$ cat config.mk
export PLATFORM = sky130hd
export DESIGN_NAME = rom_loader
export DESIGN_NICKNAME = d
export VERILOG_FILES = /design/src/rtl/rom_loader.sv
export SDC_FILE = /design/constraint.sdc
export NUM_CORES = 1
export LEC_CHECK = 0
export CORE_ASPECT_RATIO = 1.2
export CORE_MARGIN = 2
export CORE_UTILIZATION = 59
export DETAILED_ROUTE_END_ITERATION = 16
export DONT_BUFFER_PORTS = 1
export GPL_TIMING_DRIVEN = 0
export PLACE_DENSITY = 0.75
export SETUP_SLACK_MARGIN = 0.5
export SYNTH_ARGS = -nofsm -noshare
export SYNTH_HDL_FRONTEND = slang
export SYNTH_SLANG_ARGS = --single-unit
$ cat constraint.sdc
create_clock -name clk -period 3.4 [get_ports clk]
set_clock_uncertainty 0.1 [all_clocks]
set_input_delay 1.02 -clock clk [delete_from_list [all_inputs] [get_ports clk]]
set_output_delay 1.02 -clock clk [all_outputs]
set_load 0.02 [all_outputs]
$ cat src/rtl/rom_loader.sv
// Streams a DEPTH-word image into a program memory from address 0 upward,
// tracking the accepted word count and a 16-bit additive checksum.
module rom_loader #(
  parameter int AW    = 9,
  parameter int DW    = 8,
  parameter int DEPTH = 512
) (
  input  logic          clk,
  input  logic          rst,
  input  logic          start,
  input  logic          abort,
  input  logic          s_valid,
  input  logic [DW-1:0] s_data,
  output logic          s_ready,
  output logic          mem_we,
  output logic [AW-1:0] mem_addr,
  output logic [DW-1:0] mem_data,
  output logic          busy,
  output logic          done,
  output logic [AW:0]   count,
  output logic [15:0]   checksum
);

  typedef enum logic [1:0] {IDLE, LOAD, DONE} state_t;

  localparam logic [AW-1:0] LAST_IDX = AW'(DEPTH - 1);

  state_t          state_q, state_d;
  logic [AW-1:0]   index_q, index_d;
  logic [AW:0]     count_q, count_d;
  logic [15:0]     checksum_q, checksum_d;
  logic            mem_we_q, mem_we_d;
  logic [AW-1:0]   mem_addr_q, mem_addr_d;
  logic [DW-1:0]   mem_data_q, mem_data_d;

  always_comb begin
    state_d    = state_q;
    index_d    = index_q;
    count_d    = count_q;
    checksum_d = checksum_q;
    mem_we_d   = 1'b0;
    mem_addr_d = mem_addr_q;
    mem_data_d = mem_data_q;
    case (state_q)
      IDLE: begin
        if (start) begin
          state_d    = LOAD;
          index_d    = '0;
          count_d    = '0;
          checksum_d = '0;
        end
      end
      LOAD: begin
        // abort wins over a word presented on the same edge
        if (abort) begin
          state_d = IDLE;
        end else if (s_valid) begin
          mem_we_d   = 1'b1;
          mem_addr_d = index_q;
          mem_data_d = s_data;
          count_d    = count_q + (AW+1)'(1);
          checksum_d = checksum_q + 16'(s_data);
          if (index_q == LAST_IDX) begin
            state_d = DONE;
          end else begin
            index_d = index_q + AW'(1);
          end
        end
      end
      DONE: begin
        if (abort) begin
          state_d = IDLE;
        end else if (start) begin
          state_d    = LOAD;
          index_d    = '0;
          count_d    = '0;
          checksum_d = '0;
        end
      end
      default: state_d = IDLE;
    endcase
  end

  always_ff @(posedge clk) begin
    if (!rst) begin
      state_q    <= IDLE;
      index_q    <= '0;
      count_q    <= '0;
      checksum_q <= '0;
      mem_we_q   <= 1'b0;
      mem_addr_q <= '0;
      mem_data_q <= '0;
    end else begin
      state_q    <= state_d;
      index_q    <= index_d;
      count_q    <= count_d;
      checksum_q <= checksum_d;
      mem_we_q   <= mem_we_d;
      mem_addr_q <= mem_addr_d;
      mem_data_q <= mem_data_d;
    end
  end

  assign s_ready  = (state_q == LOAD);
  assign busy     = (state_q == LOAD);
  assign done     = (state_q == DONE);
  assign mem_we   = mem_we_q;
  assign mem_addr = mem_addr_q;
  assign mem_data = mem_data_q;
  assign count    = count_q;
  assign checksum = checksum_q;

endmodule

# [Yosys cells after proc, flatten, opt, wreduce, memory -nomap -nowiden]
# Cells that the tools add are included.
[totals] register_bits=55 inputBits=13 out_inout_bits=47 word_cells=52
[classes] n_bitwise=3 reduce_logical=7 n_mux=23 eq_ne=9 n_addsub=3
[ops] cell="16-bit 2-to-1 mux" count=4
[ops] cell="16-bit case mux with 3 select lines" count=1
[ops] cell="9-bit 2-to-1 mux" count=5
[ops] cell="10-bit 2-to-1 mux" count=4
[ops] cell="10-bit case mux with 3 select lines" count=1
[ops] cell="9-bit case mux with 3 select lines" count=1
[ops] cell="16-bit by 8-bit adder with 16-bit output" count=1
[ops] cell="10-bit by 1-bit adder with 10-bit output, second input constant" count=1
[ops] cell="2-bit 2-to-1 mux" count=5
[ops] cell="9-bit by 1-bit adder with 9-bit output, second input constant" count=1
[ops] cell="9-bit == test, second input constant" count=1
[ops] cell="2-bit inequality test, second input constant" count=4
[ops] cell="2-bit case mux with 3 select lines" count=1
[ops] cell="5-bit AND reduction" count=1
[ops] cell="4-bit AND reduction" count=1
[ops] cell="3-bit by 2-bit inequality test with 1-bit output, second input constant" count=1
[ops] cell="3-bit inequality test, second input constant" count=1
[ops] cell="1-bit NOT" count=3
[ops] cell="3-bit AND reduction" count=1
[ops] cell="3-bit nonzero test" count=1
[ops] cell="3-bit OR reduction" count=1
[ops] cell="2-bit by 1-bit == test with 1-bit output, second input constant" count=1
[ops] cell="2-bit == test, second input constant" count=1
[ops] cell="2-bit zero test" count=1
[ops] cell="2 further kinds" count=2

# [Logic depth before layout (Yosys ltp)]
# Gate-level depths: netlist of run 1.
[depth] depth_word=5 mapped_depth=11 mapped_depth_nobuf=10

# [Worst setup path before layout of run 1]
# OpenSTA, ideal clock, no wires.
[synth_path] kind="input-to-reg" from="in s_data[0]" to="reg checksum_q[12] (netlist: checksum[12])" n_path_buf=0 setup_slack_ns=0.655 arrival_time_ns=2.575 cell_stages=9 setup_time_ns=0.071 t_required_ns=3.229 cell_sequence="ha_1 inv_1 fa_1 nor2b_1 o2111ai_1 nand3b_1 o31ai_1 or3_1 a21oi_1"
[synth_between] elab_chain_cells=4
[synth_lines] item="start: declaration" line_no="13" source="input logic [DW-1:0] s_data,"
[synth_lines] item="16-bit by 8-bit adder with 16-bit output" line_no="62" source="checksum_d = checksum_q + 16'(s_data);"
[synth_lines] item="16-bit 2-to-1 mux" line_no="57" source="end else if (s_valid) begin"
[synth_lines] item="16-bit 2-to-1 mux" line_no="55" source="if (abort) begin"
[synth_lines] item="16-bit case mux with 3 select lines" line_no="44" source="case (state_q)"
[synth_lines] item="end signal: assignment" line_no="97" source="checksum_q <= checksum_d;"
[synth_lines] item="end: declaration" line_no="31" source="logic [15:0] checksum_q, checksum_d;"
# Every way passes these cells. The select of a mux whose other input is x is not followed.
# A chain may end at the register's enable or synchronous reset.

# [Worst setup path in the final report of run 1]
[layout_path] from="reg state_q[0]" to="out s_ready"
[layout_between] elab_chain_cells=1
[layout_lines] item="start: declaration" line_no="28" source="state_t state_q, state_d;"
[layout_lines] item="start signal: assignment" line_no="94" source="state_q <= state_d;"
[layout_lines] item="2-bit by 1-bit == test with 1-bit output"
[layout_lines] item="end: declaration" line_no="14" source="output logic s_ready,"
# Every way passes these cells.

==> results of run 1 <==
## flip-flops by register name (all words and copies together), names as in the netlist
register  count
checksum     16
count        10
index_q       9
mem_addr      9
mem_data      8
state_q       2
mem_we        1
## placed cells by master, fill, tap and decap left out, types with 12 or more instances in the layout
cell type / count
a21boi_0: 19
a21oi_1: 14
dfxtp_1: 55
nand2_1: 55
nor2_1: 25
nor2b_1: 12
xor2_1: 12
## worst paths after layout
path                                               from                  endpoint
worst max-delay path            state_q[0]$_SDFFE_PN0P_                   s_ready
worst max register to register  index_q[2]$_SDFFE_PN0P_   index_q[5]$_SDFFE_PN0P_
worst min register to register  index_q[8]$_SDFFE_PN0P_  mem_addr[8]$_SDFFE_PN0P_
worst min-delay path            index_q[8]$_SDFFE_PN0P_  mem_addr[8]$_SDFFE_PN0P_
## power by group
part	switching, uW	internal (uW)
sequential	14.9	651
clock	220	294
combinational	58.2	34.6
total	293	980
## stage by stage
stage | worst slack [ns] | instance area, sq um
after global routing | 0.582 | 2820
after global placement | 0.353 | 2680
after detailed placement | 0.325 | 2680
final | 0.706 | 2820
after CTS | 0.642 | 2820
after floorplan | 0.655 | 2610
## routing by layer
metal / GRT usage / share of wire
met5: 0 / 0
met4: 0.0766 / 0.015
met3: 0.0792 / 0.069
met2: 0.395 / 0.49
met1: 0.276 / 0.42
## worst register-to-register path: stages (launching register included)
cell	delay (ns)
dfxtp_1	0.37
and3_1	0.22
and3_1	0.20
and3_1	0.18
ha_1	0.21
inv_1	0.07
a41oi_1	0.10
o22ai_1	0.26
clkbuf_1	0.35
nand4_1	0.19
xor2_1	0.20
nor2_1	0.05
## final cells by class
cell class | instances | area (sq um)
Fill cell | 386 | 1440
Clock buffer | 5 | 68.8
Clock inverter | 3 | 67.6
Multi-Input combinational cell | 230 | 1410
Buffer | 14 | 67.6
Tap cell | 56 | 70.1
Sequential cell | 55 | 1100
Inverter | 10 | 37.5
## logic make-up after synthesis
kind of cell,synth area share
AO/OA/AOI/OAI,0.146
adder cells (fa/ha/maj),0.0604
XOR/XNOR,0.0772
flip-flops,0.422
buffers and inverters,0.0403
multiplexers,0.00384
AND/OR/NAND/NOR,0.250
## what timing repair did
action | CTS | global route
setup endpoints to repair | 0 | 4
hold buffers | 0 | 0
gates resized for setup | 0 | 1
==> run metrics, run 1 <==
RSZ-0062 raised after global routing no; nets@finish 341; grt total ovfl 0; die height 76.9 um; Remaining DRCs 0; number of synthesized register bits 55; Worst Setup End Kind primary output; crit-path cells nor2b_1 > clkbuf_1 > buf_4; PnR Total Power 1270 uW; Synth warnings 0; Post-synth EDFFs 0; TritonCTS clock tree done; Final Critical Period 2.69 ns; H-Tree Depth 2; antenna diode count 0; CP top delay family buffers and inverters; Initial Util 0.612; Clock Path Buffers 2; Final Wtd Congestion 0.780; Clk Latency, worst-skew pair 0.32 ns; CP startpoint kind register; layout cells sized above 1 0.0442; worst path arrival time 1.57 ns; register-to-register setup slack 0.78 ns; P&R area growth vs syn 8.10%; slowest cell delay on critical path 0.44 ns; DRT antenna net count 0; CTS Buf Count 5; max-cap viol count 0; number of antenna violations at the first check in global routing 0; dominant cells by area after synthesis dfxtp_1 (42%), nand2_1 (7.9%), a21boi_0 (5.5%), ha_1 (5.3%), xor2_1 (4.0%); Pwr per Cell Area 451 mW/mm^2; Slew Viols, Final 0; worst slew pin tran 0.542 ns; Core ar. 0.00426 sq mm; Mean Syn Cell Area 8.45 sq um; clock root buffer clkbuf_8; Final Cycle Share 0.792; DIE AREA 0.00497 sq mm; Initial DRT Pass Iterations 4; Netlist Area Pre-Place 0.00261 sq mm; Port Buffer Count 0; DP Cell Count 365; crit path buf inv count 2; Max Freq 371 MHz; Main synth FF type dfxtp_1; Setup Crit Path Kind register to primary output; sequential share of the synthesized area 0.422; worst-path fanout max 7; Layout Cells excl Fill 373; critical path's slowest cell clkbuf_1; wire per inst 14.9 um; biggest area consumer among synthesized cells dfxtp_1; CTS clk-pin slew, worst paths 0.10 ns; post-synthesis cell count 309; total track usage 0.234; leak pwr 0.000986 uW; ys async rst share 0; Post-Syn Nets 334; most frequent cells after synthesis dfxtp_1 (55), nand2_1 (55), nor2_1 (25); pin count of the biggest net entering global routing 18; vias in the first global route 2046; HP Class register to register; first-pass GRT wire length 9.20 mm; Top Ports 60; Netlist cell types 39; Core Rows 26; worst r2r path cells 11; Setup Viol. Count Final 0; setup_tns 0 ns; Via Count 2119; Post-Route WL 5.56 mm; CP required 2.28 ns; Num Clock Sinks 55; dpl hpwl 4.18 mm; vias per cell 5.68; stages on the worst setup path 3; die width 64.7 um; post-layout util 0.662; Synth top area share 0.422; peak supply drop 345 uV; Worst Hold Path Cells 2; WHS 0.408 ns; Max-slew headroom 0.639; DR iter-0 viols 66; final hold vios 0; status completed; post-CTS setup buffer count 0
(Power assumes the default switching activity.)
==> run 2: changes to the inputs <==
- clock period: 3.4 -> 2.7 ns (I/O delays scaled with it)
==> run 2 against run 1 <==
  * Clock power increased by 13%
  * Sequential share of layout area fell by 1.7 points
  * Highest routed layer unchanged
  * Critical path depth increased by 8
  * Final cell count up 1.9%
  * Largest power group unchanged
  * Cell area is 6.0% higher
  * Global-route usage up 0.61 points
  * Non-clock buffer count up 7
  * Utilization grew 4.0 points
==> run metrics, run 2 (same netlist as run 1, synthesis figures left out) <==
GR met3 Demand/Resource 0.0806 (was 0.0792); Core ar. 0.00426 sq mm (unchanged); share of power burned in registers 0.539 (was 0.524); worst slew pin tran 0.519 ns (was 0.542 ns); Placed Area 0.00271 sq mm (was 0.00268 sq mm); Layout Cells excl Fill 380 (was 373); Initial Util 0.612 (unchanged); max-cap viol count 0 (unchanged); vias per cell 5.68 (about the same); DRT antenna net count 0 (unchanged); dpl hpwl 4.06 mm (was 4.18 mm); number of antenna violations at the first check in global routing 0 (unchanged); Worst Slack Setup Final 0.492 ns (was 0.706 ns); setup_tns 0 ns (unchanged); Via Count 2157 (was 2119); Internal Power 1180 uW (was 980 uW); max FFs per register 16 (unchanged); Clock Path Buffers 2 (unchanged); Setup Crit Path Kind register to register (was register to primary output); Slew Viols, Final 0 (unchanged); Final Critical Period 2.21 ns; Combinational Power Share 0.089 (was 0.073); Sw Ratio 0.241 (was 0.230); first-pass GRT wire length 9.62 mm (was 9.20 mm); DR iter-0 viols 59 (was 66); H-Tree Depth 2 (unchanged); die width 64.7 um (unchanged); CTS clk-pin slew, worst paths 0.10 ns (about the same); Pwr per Cell Area 520 mW/mm^2 (was 451 mW/mm^2); CP required 2.79 ns (was 2.28 ns); CP startpoint kind register (unchanged); DP Cell Count 365 (unchanged); CTS Buf Count 5 (unchanged); status completed (unchanged); RSZ-0062 raised after global routing yes (was no); TritonCTS clock tree done (unchanged); CTS Hold Buffers Added 0 (unchanged); Worst Setup SP index_q[2]$_SDFFE_PN0P_ (was state_q[0]$_SDFFE_PN0P_); wire per inst 15.7 um (was 14.9 um); leak pwr 0.00103 uW (was 0.000986 uW); Clock Power Share 0.372 (was 0.403); final instance area 0.00299 sq mm (was 0.00282 sq mm); Core Rows 26 (unchanged); Max Freq 453 MHz; total track usage 0.240 (was 0.234); switching power 374 uW (was 293 uW); Final Wtd Congestion 0.775 (was 0.780); DIE AREA 0.00497 sq mm (unchanged); die height 76.9 um (unchanged); worst path arrival time 2.30 ns (was 1.57 ns); antenna diode count 0 (unchanged); fillers 365 (was 386); Worst Setup End Kind register (was primary output); met2 usage 0.396 (was 0.395); Post-Route WL 5.97 mm (was 5.56 mm); peak supply drop 452 uV (was 345 uV); Port Buffer Count 0 (unchanged); pre-CTS setup slack 0.120 ns (was 0.325 ns); most common cell after layout, fill and taps aside nand2_1; grt met1 use 0.288 (was 0.276); Clk Latency, worst-skew pair 0.31 ns (was 0.32 ns); clock root buffer clkbuf_8 (unchanged); Num Clock Sinks 55 (unchanged); WHS 0.413 ns (was 0.408 ns); origin of the critical flop-to-flop path index_q[2]$_SDFFE_PN0P_ (unchanged); Setup Viol. Count Final 0 (unchanged); final hold vios 0 (unchanged); HP Class register to register (unchanged); Initial DRT Pass Iterations 4 (unchanged); GR peak layer met2 (unchanged); Max-slew headroom 0.654 (was 0.639); most frequent cells in the layout nand2_1 (55), dfxtp_1 (47), nor2_1 (25) (was nand2_1 (55), dfxtp_1 (55), nor2_1 (25)); Top Ports 60 (unchanged); pin count of the biggest net entering global routing 18 (unchanged); Remaining DRCs 0 (unchanged); nets@finish 348 (was 341); layout cells sized above 1 0.148 (was 0.0442); worst-path fanout max 5 (was 7); P&R area growth vs syn 14.6% (was 8.10%); Hold Crit Start index_q[7]$_SDFFE_PN0P_ (was index_q[8]$_SDFFE_PN0P_); Final Cycle Share 0.818; vias in the first global route 2134 (was 2046); grt total ovfl 0 (unchanged)
==> run 2: critical path: stages (launching register included) <==
cell	delay, ns
dfxtp_4	0.36
and3_4	0.19
and3_4	0.18
and3_4	0.18
ha_4	0.16
inv_2	0.05
a41oi_2	0.11
o22ai_2	0.22
clkbuf_8	0.19
nand4_1	0.11
xor2_1	0.17
nor2_1	0.05
==> run 2: routing by layer <==
metal	part of all wire	routed length, um
met3	0.070	418
met4	0.017	102
met1	0.42	2490
met5	0	0
met2	0.50	2960
==> run 2: final timing paths <==
kind,end,slack [ns],cells past startpoint
worst max-delay path,index_q[7]$_SDFFE_PN0P_,0.49,11
worst min register to register,mem_addr[7]$_SDFFE_PN0P_,0.41,2
worst max register to register,index_q[7]$_SDFFE_PN0P_,0.49,11
worst min-delay path,mem_addr[7]$_SDFFE_PN0P_,0.41,2
==> run 2: power by group through the flow <==
stage | sequential (uW) | combinational (uW) | clock [uW]
5_1_grt | 840 | 154 | 618
4_1_cts | 838 | 132 | 587
2_1_floorplan | 855 | 96.0 | 0
3_3_place_gp | 858 | 117 | 0
3_5_place_dp | 858 | 121 | 0
6_report | 838 | 138 | 579
==> run 2: through the flow <==
stage,power [uW],util
floorplan,951,-
global placement,975,0.637
detailed placement,978,0.637
CTS,1560,0.680
global route,1610,0.702
finish,1560,0.702
==> run 2: final cells by class <==
| class | instances | area, sq um | share of cell area |
|---|---|---|---|
| Multi-Input combinational cell | 230 | 1510 | 0.504 |
| Sequential cell | 55 | 1120 | 0.373 |
| Buffer | 14 | 85.1 | 0.0284 |
| Clock buffer | 6 | 82.6 | 0.0276 |
| Tap cell | 56 | 70.1 | 0.0234 |
| Timing Repair Buffer | 7 | 52.6 | 0.0176 |
| Clock inverter | 2 | 38.8 | 0.0130 |
| Inverter | 10 | 37.5 | 0.0125 |
==> run 2: repair_timing <==
action	4_1_cts	5_1_grt
endpoints found under the setup margin	15	19
resized for setup	11	21
pin swaps	4	8
buffers inserted	3	3
endpoints found under the hold margin	0	0
cloned	1	0
==> edit 1 (flow settings as in run 1) <==
Put one more register stage on the output `count`, without a reset. The value now appears one clock later. The other outputs are not delayed to match.
--- a/src/rtl/rom_loader.sv
+++ b/src/rtl/rom_loader.sv
@@ -107,7 +107,9 @@
   assign mem_we   = mem_we_q;
   assign mem_addr = mem_addr_q;
   assign mem_data = mem_data_q;
-  assign count    = count_q;
+  always_ff @(posedge clk) begin
+    count <= count_q;
+  end
   assign checksum = checksum_q;
 
 endmodule
Behaviour: not the same (a bounded check fails within 4 cycles, from zero or initial values and one cycle with rst low).
==> edit 1 against run 1 <==
  * Count of clock-buffer cells in the layout is 5 higher
  * Wire length is 7.2% higher
  * First-iteration DRC count is 91% higher
  * Utilization is 0.20 points higher
  * Highest routed layer unchanged
  * Critical path depth is 5 higher
  * Clock power is 41% higher
  * Cell count is 5.4% higher
  * Setup slack better by 0.054 ns
  * Critical endpoint is now checksum[12]
  * Power is 27% higher
  * Synthesized area is 12% higher
  * Synthesized cell count is 2.9% higher
  * Sequential cell count is 10 higher
  * Final area is 14% higher
==> edit 1: results (changes against run 1) <==
metric;value;unit;change
outcome;finished clean;;unchanged
track_usage;0.241;;was 0.234
grt_max_degree;12;;was 18
ctsResizeCount;0;;unchanged
dp_slack;0.404;ns;was 0.325 ns
synth_area_per_cell;9.17;um^2;was 8.45 um^2
largest_reg_flops;16;;unchanged
synth_compound_area_frac;0.177;;was 0.146
leakage;1.19;nW;was 0.986 nW
cts_buffers;9;;was 5
clock_latency;0.34;ns;was 0.32 ns
synth_commonest_cells;dfxtp_1, nand2_1, a21boi_0;;was dfxtp_1, nand2_1, nor2_1
yosysWarnings;0;;unchanged
antenna_found_initial;0;;unchanged
grt_pass1_vias;2142;;was 2046
syn_nets;343;;was 334
wire_per_inst;15.2;um;was 14.9 um
synth_edf_count;0;;unchanged
async_reset_ff_frac;0;;unchanged
synth_area_leaders;dfxtp_1, nand2_1, a21boi_0, ha_1, xor2_1;;unchanged
cts_htree_levels;3;;was 2
use_met2;0.398;;was 0.395
grt_pass1_wl;9870;um;was 9200 um
post_cts_buffers;0;;unchanged
fin_nets;354;;was 341
dpl.cell_count;378;;was 365
instances_no_fill;393;;was 373
synth_cell_types;50;;was 39
slew_headroom;0.533;;was 0.639
synthMuxAreaShare;0.0172;;was 0.00384
clock-root-buffer;clkbuf_8;;unchanged
grtUsageMet1;0.285;;was 0.276
num_antenna_cells;0;;unchanged
drt_first_pass_iters;4;;unchanged
yosys.area_share.adder;0.0541;;was 0.0604
placed_area;2990;um^2;was 2680 um^2
crit_fanout;5;;was 7
globalplace.congestion;0.844;;was 0.780
vias;2274;;was 2119
synth_xor_area_frac;0.0511;;was 0.0772
p_clk_frac;0.449;;was 0.403
grtUsageMet3;0.0582;;was 0.0792
pg_seq;0.783;mW;was 0.666 mW
portBuffers;0;;unchanged
cts_buffer_depth;2;;unchanged
ir_worst_vdd;0.265;mV;was 0.345 mV
ys_seq_area_frac;0.446;;was 0.422
max_cap_viol_count;0;;unchanged
worstHoldPathType;flip-flop to flip-flop;;unchanged
swShare;0.234;;was 0.230
drt_iter0_markers;126;;was 66
cp.arrival;2.82;ns;was 1.57 ns
final_layout_size_suffix_gt1_frac;0.0991;;was 0.0442
power.share.sequential;0.485;;was 0.524
synth_top_family_by_area;simple AND/OR/NAND/NOR gates;;unchanged
path_clk_slew;0.07;ns;was 0.10 ns
dp_hpwl;4240;um;was 4180 um
edit 1: cell count changes after synthesis, sizes merged, moves of 4 or more:
| cell | run 1 | this run |
|---|---|---|
| nand3 | 10 | 6 |
| and3 | 3 | 10 |
| nor2b | 12 | 4 |
| clkbuf | 11 | 5 |
| o21a | 1 | 5 |
| inv | 10 | 6 |
| a22oi | 4 | 0 |
| nor2 | 25 | 18 |
| dfxtp | 55 | 65 |
| buf | 3 | 9 |
| xnor2 | 11 | 4 |
| mux2i | 1 | 5 |
| a211oi | 1 | 5 |
edit 1: through the flow:
step / util / hold slack [ns]
global placement: 0.619 / 0.262
detailed placement: 0.619 / 0.262
CTS: 0.664 / 0.272
floorplan: - / 0.249
finish: 0.664 / 0.271
global route: 0.664 / 0.284
edit 1: path summary, 6_finish.rpt:
path | cells past startpoint | start | to | slack (ns)
hold reg to reg | 0 | count_q[9] | count[9] | 0.27
hold / removal | 0 | count_q[9] | count[9] | 0.27
setup reg to reg | 9 | index_q[0] | index_q[8] | 0.84
setup / recovery | 8 | s_data[0] | checksum[12] | 0.76
edit 1: critical path: stages:
cell,delay (ns)
ha_1,0.17
inv_1,0.06
fa_1,0.39
nor2b_1,0.13
o21a_1,0.17
o21ai_0,0.25
a211oi_1,0.41
mux2i_1,0.21
edit 1: layout make-up:
| class | count | area [um^2] |
|---|---|---|
| fill | 414 | 1620 |
| multi-input combinational | 233 | 1510 |
| sequential | 65 | 1300 |
| clock buffer | 10 | 138 |
| buffer | 14 | 82.6 |
| clock inverter | 5 | 80.1 |
| tap | 60 | 75.1 |
| inverter | 6 | 22.5 |
edit 1: metal layers:
layer,vias to the layer above,wire (um)
li1,1140,-
met1,1074,2600
met2,45,2960
met3,15,246
met4,0,156
met5,-,0
==> edit 2 (config.mk and constraints of run 1) <==
Made on the original files. Change the parameter `DW` from 8 to 9.
--- a/src/rtl/rom_loader.sv
+++ b/src/rtl/rom_loader.sv
@@ -2,7 +2,7 @@
 // tracking the accepted word count and a 16-bit additive checksum.
 module rom_loader #(
   parameter int AW    = 9,
-  parameter int DW    = 8,
+  parameter int DW    = 9,
   parameter int DEPTH = 512
 ) (
   input  logic          clk,
Interface: changed (resized mem_data and s_data); port bits go from 60 to 62. The function was not compared with the original's and may differ.
==> edit 2 against run 1 <==
  * Utilization rose by 0.38 points
  * Global-route usage is 1.9 points higher
  * Setup slack better by 0.084 ns
  * Critical endpoint is now checksum[14]
  * Sequential cell count is 1 higher
  * Count of clock-buffer cells in the layout up 2
  * Non-clock buffer count grew 2
  * Critical path type is now input port to flip-flop
  * Wire length is 15% higher
  * Synthesized area up 11%
  * Clock power is 7.2% lower
  * Final area up 10%
  * Power shrank 0.59%
==> edit 2: results (changes against run 1) <==
metric;value;unit;change
final_layout_size_suffix_gt1_frac;0.0994;;was 0.0442
num_antenna_cells;0;;unchanged
synth_area_per_cell;8.97;um^2;was 8.45 um^2
cts_buffer_depth;2;;unchanged
ir_worst_vdd;0.305;mV;was 0.345 mV
syn_nets;351;;was 334
fin_nets;358;;was 341
track_usage;0.254;;was 0.234
drt_first_pass_iters;4;;unchanged
worstHoldPathType;flip-flop to flip-flop;;unchanged
wire_per_inst;16.5;um;was 14.9 um
hold_depth;2;;unchanged
ff2ff_path_depth;9;;was 11
grt_pass1_wl;10700;um;was 9200 um
cts_buffers;5;;unchanged
clock-root-buffer;clkbuf_8;;unchanged
endpoint;checksum[14];;was s_ready
cp-startpoint;s_data[0];;was state_q[0]
ant_nets;0;;unchanged
grt_max_degree;17;;was 18
instances_no_fill;390;;was 373
synth_cell_types;59;;was 39
post_cts_buffers;0;;unchanged
grt_pass1_vias;2332;;was 2046
outcome;finished clean;;unchanged
globalplace.congestion;0.800;;was 0.780
reg2reg_slack;0.86;ns;was 0.78 ns
crit_slowest_cell;a2111o_1;;was clkbuf_1
async_reset_ff_frac;0;;unchanged
dp_hpwl;4700;um;was 4180 um
drt_iter0_markers;67;;was 66
leakage;1.18;nW;was 0.986 nW
crit_fanout;6;;was 7
r2r-start;index_q[0];;was index_q[2]
cts_htree_levels;2;;unchanged
vias;2356;;was 2119
ctsResizeCount;0;;unchanged
p_int;0.965;mW;was 0.980 mW
clock_latency;0.31;ns;
cp.arrival;2.76;ns;was 1.57 ns
cp_top_family;compound AO/OA/AOI/OAI gates;;was buffers and inverters
largest_reg_flops;16;;unchanged
portBuffers;0;;unchanged
dpl.cell_count;382;;was 365
r2r_end;index_q[4];;was index_q[5]
slew_headroom;0.608;;was 0.639
slowest_delay;0.41;ns;was 0.44 ns
placed_area;2980;um^2;was 2680 um^2
synth_area_leaders;dfxtp_1, nand2_1, a21boi_0, ha_1, xor2_1;;unchanged
path_clk_slew;0.09;ns;
antenna_found_initial;0;;unchanged
yosysWarnings;0;;unchanged
synth_commonest_cells;dfxtp_1, nand2_1, a21boi_0;;was dfxtp_1, nand2_1, nor2_1
ys_seq_area_frac;0.386;;was 0.422
==> edit 2: kinds of logic after synthesis <==
kind of cell | after synthesis | synth area share
adders and majority gates | 13 | 0.0586
AOI/OAI and AO/OA | 92 | 0.237
xor gates and xnor gates | 14 | 0.0422
DFF | 56 | 0.386
buffers and inverters | 22 | 0.0422
and+or+nand+nor | 124 | 0.224
muxes | 3 | 0.0103
==> edit 2: layout make-up <==
type	instances	area, um^2
Clock buffer	7	96.3
Inverter	6	22.5
Clock inverter	1	30.0
Tap cell	58	72.6
Fill cell	418	1560
Multi-Input combinational cell	246	1660
Buffer	16	100
Sequential cell	56	1120
==> edit 2: power by group through the flow <==
stage               Combinational [mW]  Sequential, mW  Clock [mW]
finish                           0.114           0.675       0.476
CTS                              0.115           0.676       0.481
global route                     0.125           0.677       0.499
floorplan                       0.0892           0.689           0
detailed placement               0.114           0.691           0
global placement                 0.111           0.690           0
==> edit 2: worst min-delay path by stage <==
stage,from,endpoint
after detailed placement,index_q[8],index_q[8]
after global placement,index_q[5],mem_addr[5]
after global routing,index_q[5],mem_addr[5]
after CTS,index_q[8],index_q[8]
final,index_q[8],index_q[8]
after floorplan,index_q[8],index_q[8]
==> edit 2: through the flow <==
step           setup WS, ns  hold slack, ns
2_1_floorplan         0.699           0.359
3_3_place_gp          0.528           0.379
3_5_place_dp          0.502           0.387
4_1_cts               0.783           0.402
5_1_grt               0.676           0.446
6_report              0.790           0.399
==> edit 2: worst min-delay path: stages (launching register included) <==
cell,delay (ns)
dfxtp_1,0.34
nand2_1,0.06
a21boi_0,0.06
==> edit 2: per-layer routing <==
layer  routed length (um)  vias up  track usage
met5                    0        -            0
met4                   73        0       0.0840
met3                  311        6       0.0526
met2                 3320       46        0.455
met1                 2720     1125        0.294
li1                     -     1179            -
